[src/rtl/seq_detector_1011.sv]
// seq_detector_1011: overlapping 1011 serial pattern detector with saturating detection counter
module seq_detector_1011 #(
  parameter int CNT_W = 8
) (
  input  logic             clk,
  input  logic             reset,
  input  logic             din,
  input  logic             valid,
  input  logic             clr,
  output logic             det,
  output logic [CNT_W-1:0] count,
  output logic             sat,
  output logic [1:0]       state
);
  typedef enum logic [1:0] {S0 = 2'b00, S1 = 2'b01, S10 = 2'b10, S101 = 2'b11} state_t;
  state_t cur, nxt;
  logic hit;
  // valid gates everything, so an unknown din while idle never reaches state
  always_comb begin
    hit = valid && cur == S101 && din;
    nxt = !valid ? cur :
          din    ? (cur == S10 ? S101 : S1) :
                   ((cur == S1 || cur == S101) ? S10 : S0);
  end
  always_ff @(posedge clk or posedge reset) begin
    if (reset) begin
      cur   <= S0;
      det   <= 1'b0;
      count <= '0;
    end else begin
      cur   <= nxt;
      det   <= hit;
      count <= clr ? '0 : (hit && !sat) ? count + 1'b1 : count;
    end
  end
  assign sat   = count == {CNT_W{1'b1}};
  assign state = cur;
endmodule

[config.mk]
export PLATFORM = sky130hd
export DESIGN_NAME = seq_detector_1011
export DESIGN_NICKNAME = d
export VERILOG_FILES = /design/src/rtl/seq_detector_1011.sv
export SDC_FILE = /design/constraint.sdc
export NUM_CORES = 1
export LEC_CHECK = 0
export BUFFER_PORTS_ARGS = -buffer_cell sky130_fd_sc_hd__buf_2
export CORE_AREA = 2 2 39 41
export DETAILED_ROUTE_END_ITERATION = 12
export DIE_AREA = 0 0 41 43
export PLACE_DENSITY = 0.77
export SLEW_MARGIN = 15
export SYNTH_ARGS = -nofsm -noshare
export SYNTH_HDL_FRONTEND = slang
export SYNTH_SLANG_ARGS = --single-unit
[constraint.sdc]
create_clock -name clk -period 2.5 [get_ports clk]
set_input_delay 0.25 -clock clk [delete_from_list [all_inputs] [get_ports clk]]
set_output_delay 0.25 -clock clk [all_outputs]
set_load 0.03 [all_outputs]
Yosys cells after proc, flatten, opt, wreduce, memory -nomap -nowiden. Cells that the tools add are included.

Register bits after elaboration: 11. Latch bits: 0. Memory bits (writable): 0. ROM bits: 0. Input bits: 5. Output and inout bits: 12. Word-level logic and storage cells: 19. Memories kept: 0.

Add/sub/neg operators: 1. Multiply operators: 0. Div/mod/pow operators: 0. $lt $le $gt $ge: 0. Equal/unequal tests: 4. Shift operators: 0. Mux-type cells: 5. Bitwise operators: 0. Reductions and logical operators: 6.

Operators with widths (count): 8-bit 2-to-1 mux (2); 8-bit by 1-bit adder with 8-bit output, second input constant (1); 8-bit == test, second input constant (1); 2-bit 2-to-1 mux (3); 2-bit == test, second input constant (2); 1-bit logical AND (3); 2-bit by 1-bit == test with 1-bit output, second input constant (1); 2-bit nonzero test (1); 1-bit zero test (1); 1-bit logical OR (1).

Depth between registers and ports, before layout. Gate-level depths: netlist (run 1).

Depth in word-level cells: 6. Gate-level depth with buffers: 5. Gate-level depth less buffers: 5.

Worst setup path before layout (run 1). OpenSTA, ideal clock, no wires.

Path kind: flip-flop to flip-flop. Start: reg count[0]. End: reg count[7]. Setup time: 0.128 ns. Arrival: 1.589 ns. Data required time: 2.372 ns. Path slack: 0.783 ns. Cell stages (with the launch flop): 6. Buffers on the path: 0. Clock period less this slack: 1.717 ns. Path through: dfrtp_1 ha_1 nand4_2 o21ai_4 nor4_1 mux2_1.

Word-level cells in the longest chain between the ends: 4. Elaborated cells on any way between the ends: 7. Those cells by class: add/sub (1); eq/ne (1); mux (2); reduce/logical (3).

Ends and longest elaborated chain: start, declared (line 11) `output logic [CNT_W-1:0] count,`; start signal, assigned (line 33) `count <= clr ? '0 : (hit && !sat) ? count + 1'b1 : count;`; parallel branches: the longest is 4 deep, another holds 8-bit by 1-bit adder with 8-bit output.

Parallel ways; which one is timed is not known. The select of a mux whose other input is x is not followed. A chain may end at the register's enable or synchronous reset.

Final worst setup path (run 1).
Start: reg count[0]. End: out sat.

Word-level cells in the longest chain between the ends: 1.

Ends and longest elaborated chain: 8-bit == test (line 36) `assign sat = count == {CNT_W{1'b1}};`; end, declared (line 12) `output logic sat,`.

No other way between the ends.

==> reports/summary.txt, run 1 <==
status: finished, final reports clean
RD Place Congestion: 0.760
row count: 14
internal power: 0.256 mW
Unique masters post-synth: 27
CP startpoint kind: register
post-cts sizing count: 0
fin cells: 89
post-route ant nets: 0
Iteration-0 DRC Markers: 7
vias per cell: 5.26
Wirelength per Cell: 12.6 µm
CP Max Fanout: 4
Clock Latency Late Sink: 280 ps
Worst Setup End Kind: primary output
Fin Clk Skew: 6.62 ps
# diodes: 0
synth warn: 0
layout cell share with drive strength beyond 1: 0.315
Die Span Y: 43 µm
Slew @ Worst Pin: 425 ps
htree depth: 1
Initial Utilization: 0.406
most common cell in the netlist: dfrtp_1
Power per Cell Area: 507 nW/µm²
Total GRT Usage: 0.159
area leader, netlist: dfrtp_1
Mapped Nets: 60
Final period util: 0.676
sequential area share after synthesis: 0.490
vias in the first global route: 426
placed cells: 84
Max rail drop VDD: 0.000237 V
Yosys top cell area share: 0.490
Clock Tree Root: clkbuf_4
critical path class: register to primary output
cells after synthesis: 54
clk slew on worst S/H paths: 70 ps
Worst EP arrival: 1440 ps
Post-Place Worst Slack: 839 ps
post-route minimum period: 1690 ps
TritonCTS clock tree: yes
Slew HR: 0.717
Post-Route WL: 1.12 mm
Buffers on Ports: 16
drt first pass iters: 4
RSZ-0062 raised after global routing: no
cell area after synthesis: 562 µm²
CP required: 2250 ps
chip width: 41 µm
setup TNS: 0 ps
Switch Pwr: 0.0908 mW
worst hold margin: 215 ps
num ports: 17
DRC Markers: 0
ys async rst share: 1.00
synth cell count leaders: dfrtp_1 (11), nor2_1 (6), inv_1 (4), o21ai_0 (4)
largest net degree at the start of global routing: 12
multi-input logic area: 256 µm²
postcts setup bufs: 0
EDFF count, synth: 0
Die ar.: 1760 µm²
Hold Crit Class: input port to register
crit path cell chain: ha_1 > nand4_2 > nor2_1 > buf_2
nets: 80
Max stage delay cell, worst path: dfrtp_1
Slew Viols, Final: 0
Sw Ratio: 0.262
initial antenna violation count: 0
CTS Buffer Depth: 2
combinational power share: 0.101
Area growth syn-to-layout: 21.6%
wire length of the first global-routing pass: 1.84 mm
Finished Cell Area: 683 µm²
final hold vios: 0
endpoints failing setup: 0
DP HPWL: 801 µm
ys flop type: dfrtp_1
grt total ovfl: 0
clk sinks: 11
Max Fclk: 591 MHz
Setup WS post-layout: 809 ps
Filler Cell Count: 143
synthesized area per cell: 10.4 µm²
vias: 468
placed cell areas: 647 µm²
Leak: 0.347 nW
CP max stage delay: 400 ps
clock buffer count from CTS: 3
Seq pwr share: 0.538
max-cap viol count: 0
Register Area: 275 µm²
core area: 1380 µm²
power share of the clock group: 0.361
Yosys reg bits: 11
top cells by area, synth: dfrtp_1 (49%), nor2_1 (4.0%), o21ai_0 (3.6%)
[routing by layer]
layer / global-route usage / vias to the layer above / routed length, µm
li1: - / 226 / -
met1: 0.189 / 223 / 484
met2: 0.228 / 14 / 538
met3: 0.0471 / 5 / 63
met4: 0.120 / 0 / 38
met5: 0 / - / 0
[final cells by class]
type	count	share of cell area
inverters	4	0.0220
clock buffers	4	0.0385
repair buffers	17	0.132
flip-flops and latches	11	0.403
multi-input cells	37	0.375
well taps	16	0.0293
[stage by stage]
stage | utilization | power, mW
global route | 0.494 | 0.365
CTS | 0.494 | 0.351
floorplan | - | 0.213
detailed placement | 0.467 | 0.224
global placement | 0.467 | 0.223
finish | 0.494 | 0.347
[cell families (layout without fill, tap and decap cells)]
family	Yosys count	in the layout	synth area share
and+or+nand+nor	20	20	0.209
DFF	11	11	0.490
AOI/OAI and AO/OA	10	10	0.120
buffers and inverters	6	25	0.0534
xor gates and xnor gates	3	3	0.0468
muxes	3	3	0.0579
adders and majority gates	1	1	0.0223
[power by group through the flow]
stage | Sequential, mW | Clock, mW | Combinational (mW)
final | 0.186 | 0.125 | 0.0350
after CTS | 0.186 | 0.130 | 0.0354
after global routing | 0.187 | 0.139 | 0.0387
after global placement | 0.190 | 0 | 0.0331
after floorplan | 0.200 | 0 | 0.0136
after detailed placement | 0.190 | 0 | 0.0340
[final timing paths]
kind | start | to | slack (ps) | cells after the start
setup / recovery | count[0]$_DFFE_PP0P_ | sat | 810 | 4
hold / removal | din | state[1]$_DFFE_PP0P_ | 220 | 2
setup reg to reg | count[0]$_DFFE_PP0P_ | count[7]$_DFFE_PP0P_ | 840 | 5
hold reg to reg | state[1]$_DFFE_PP0P_ | state[1]$_DFFE_PP0P_ | 510 | 2
max in group asynchronous | reset | count[6]$_DFFE_PP0P_ | 1700 | 3
min in group asynchronous | reset | count[2]$_DFFE_PP0P_ | 500 | 3
[sequential cells by signal, summed over array words and instances, names as in the netlist]
name / count
det: 1
count: 8
state: 2
[layout by cell type (no fill, tap or decap), types with 2 or more instances in the layout]
cell,count
inv_1,4
or3_1,2
a21oi_1,3
nand2_1,3
xor2_1,2
dfrtp_1,11
o21ai_0,4
nor2_1,6
clkbuf_4,3
buf_2,16
[worst max-delay path, delay by kind of cell, from the launching register on]
family	cells	cell delay, ps
fa+ha+maj	1	230
buf+inv	1	210
flops	1	400
simple gates	2	320
[repair_timing]
item,4_1_cts,5_1_grt
hold buffers,1,0
hold endpoints to repair,11,0
endpoints found under the setup margin,0,0
No activity file was read; power rests on OpenSTA's default activity.
==> run 2, diff against run 1 <==
- CORE_AREA: 2 2 39 41 -> not set
- CORE_MARGIN: not set -> 2
- CORE_UTILIZATION: not set -> 43
- DIE_AREA: 0 0 41 43 -> not set
- PLACE_DENSITY: 0.77 -> 0.8
- clock period: 2.5 -> 1.5 ns (I/O delays scaled with it)
==> run 2 against run 1 <==
Compared with the run above: first-iteration DRC count down 14%; clock-buffer cell count unchanged; total power up 70%; flip-flop and latch count unchanged; sequential share of layout area down 4.1 points; register-to-register slack worse by 810 ps; highest routed layer unchanged; cell count up 6.7%; largest power group unchanged; via count up 3.6%; clock skew about the same; clock power up 70%.
==> reports/summary.txt, run 2 (synthesis gave the netlist of run 1 again) <==
core area: 1250 µm²
Area growth syn-to-layout: 37.9%
CTS Buffer Depth: 2
final total power: 0.588 mW
vias: 485
num ports: 17
CP startpoint kind: register
max-cap viol count: 0
row count: 13
placed cell areas: 701 µm²
critical path class: register to register
Total GRT Usage: 0.173
Max Fclk: 680 MHz
Final period util: 0.981
Filler Cell Count: 99
Clock Tree Root: clkbuf_4
Max rail drop VDD: 0.000471 V
clk sinks: 11
Setup WS post-layout: 28.5 ps
number of flip-flops under the largest register name: 8
status: finished, final reports clean
# diodes: 0
vias per cell: 5.11
Die Span Y: 40.1 µm
Hold Crit Class: input port to register
htree depth: 1
wire length of the first global-routing pass: 1.76 mm
worst hold margin: 106 ps
largest net degree at the start of global routing: 12
RSZ-0062 raised after global routing: yes
DP HPWL: 855 µm
CP Max Fanout: 5
post-route minimum period: 1470 ps
Clock Latency Late Sink: 280 ps
drt first pass iters: 2
initial antenna violation count: 0
TritonCTS clock tree: yes
most frequent cells in the layout: buf_2 (16), dfrtp_1 (7), buf_4 (7), nor2_1 (6)
Slew Viols, Final: 0
post-route ant nets: 0
clk slew on worst S/H paths: 80 ps
Worst Setup End Kind: register
Slew HR: 0.723
Initial Utilization: 0.449
grt total ovfl: 0
DRC Markers: 0
Worst EP arrival: 1680 ps
Buffers on Ports: 16
Wirelength per Cell: 12.3 µm
placed cells: 86
Post-Route WL: 1.17 mm
Biggest register: count
Finished Cell Area: 774 µm²
Slew @ Worst Pin: 415 ps
Leak: 0.381 nW
most common cell after layout, fill and taps aside: buf_2
Die ar.: 1610 µm²
chip width: 40.1 µm
nets: 87
endpoints failing setup: 0
RD Place Congestion: 0.766
vias in the first global route: 446
layout cell share with drive strength beyond 1: 0.475
Power per Cell Area: 759 nW/µm²
final hold vios: 0
CP required: 1710 ps
Post-Place Worst Slack: 20.5 ps
clock buffer count from CTS: 3
fin cells: 95
Fin Clk Skew: 6.81 ps
Iteration-0 DRC Markers: 6
-- run 2: metal layers --
layer	vias up	GRT usage	routed length, µm
met5	-	0	0
met4	0	0.129	25
met3	4	0.0333	47
met2	10	0.278	591
met1	228	0.201	507
li1	243	-	-
-- run 2: final cells by class --
| class | instances | area [µm²] | area share |
|---|---|---|---|
| inverter | 4 | 15.0 | 0.0194 |
| tap | 15 | 18.8 | 0.0242 |
| multi-input combinational | 37 | 292 | 0.376 |
| timing repair buffer | 24 | 143 | 0.184 |
| clock buffer | 4 | 26.3 | 0.0339 |
| sequential | 11 | 280 | 0.362 |
-- run 2: path summary, 6_finish.rpt --
kind                                       from                   end  slack, ps  depth (start not counted)
hold / removal                              din  state[1]$_DFFE_PP0P_        110                          2
setup reg to reg           count[1]$_DFFE_PP0P_  count[5]$_DFFE_PP0P_         30                          5
hold reg to reg            state[1]$_DFFE_PP0P_  state[1]$_DFFE_PP0P_        510                          2
setup / recovery           count[1]$_DFFE_PP0P_  count[5]$_DFFE_PP0P_         30                          5
min in group asynchronous                 reset  count[7]$_DFFE_PP0P_        390                          3
max in group asynchronous                 reset  state[1]$_DFFE_PP0P_        780                          3
-- run 2: critical path, cell delays in order, from the launching register on --
cell and delay (ps):
dfrtp_2 430, ha_4 180, nand4_4 100, o21ai_4 80, or4_4 480, a21oi_2 140
-- run 2: timing repair --
action	4_1_cts	5_1_grt
endpoints found under the hold margin	11	0
hold buffers	1	0
gates resized for setup	0	2
setup endpoints to repair	0	5
setup buffers	0	4
-- run 2: power by group --
part	switching, mW	internal, mW
combinational	0.0406	0.0232
sequential	0.00657	0.306
clock	0.108	0.103
-- run 2: metrics by stage --
| step | setup TNS [ps] | utilization |
|---|---|---|
| 2_1_floorplan | -52.8 | - |
| 3_3_place_gp | 0 | 0.559 |
| 6_report | 0 | 0.618 |
| 3_5_place_dp | 0 | 0.559 |
| 4_1_cts | 0 | 0.588 |
| 5_1_grt | -31.2 | 0.618 |
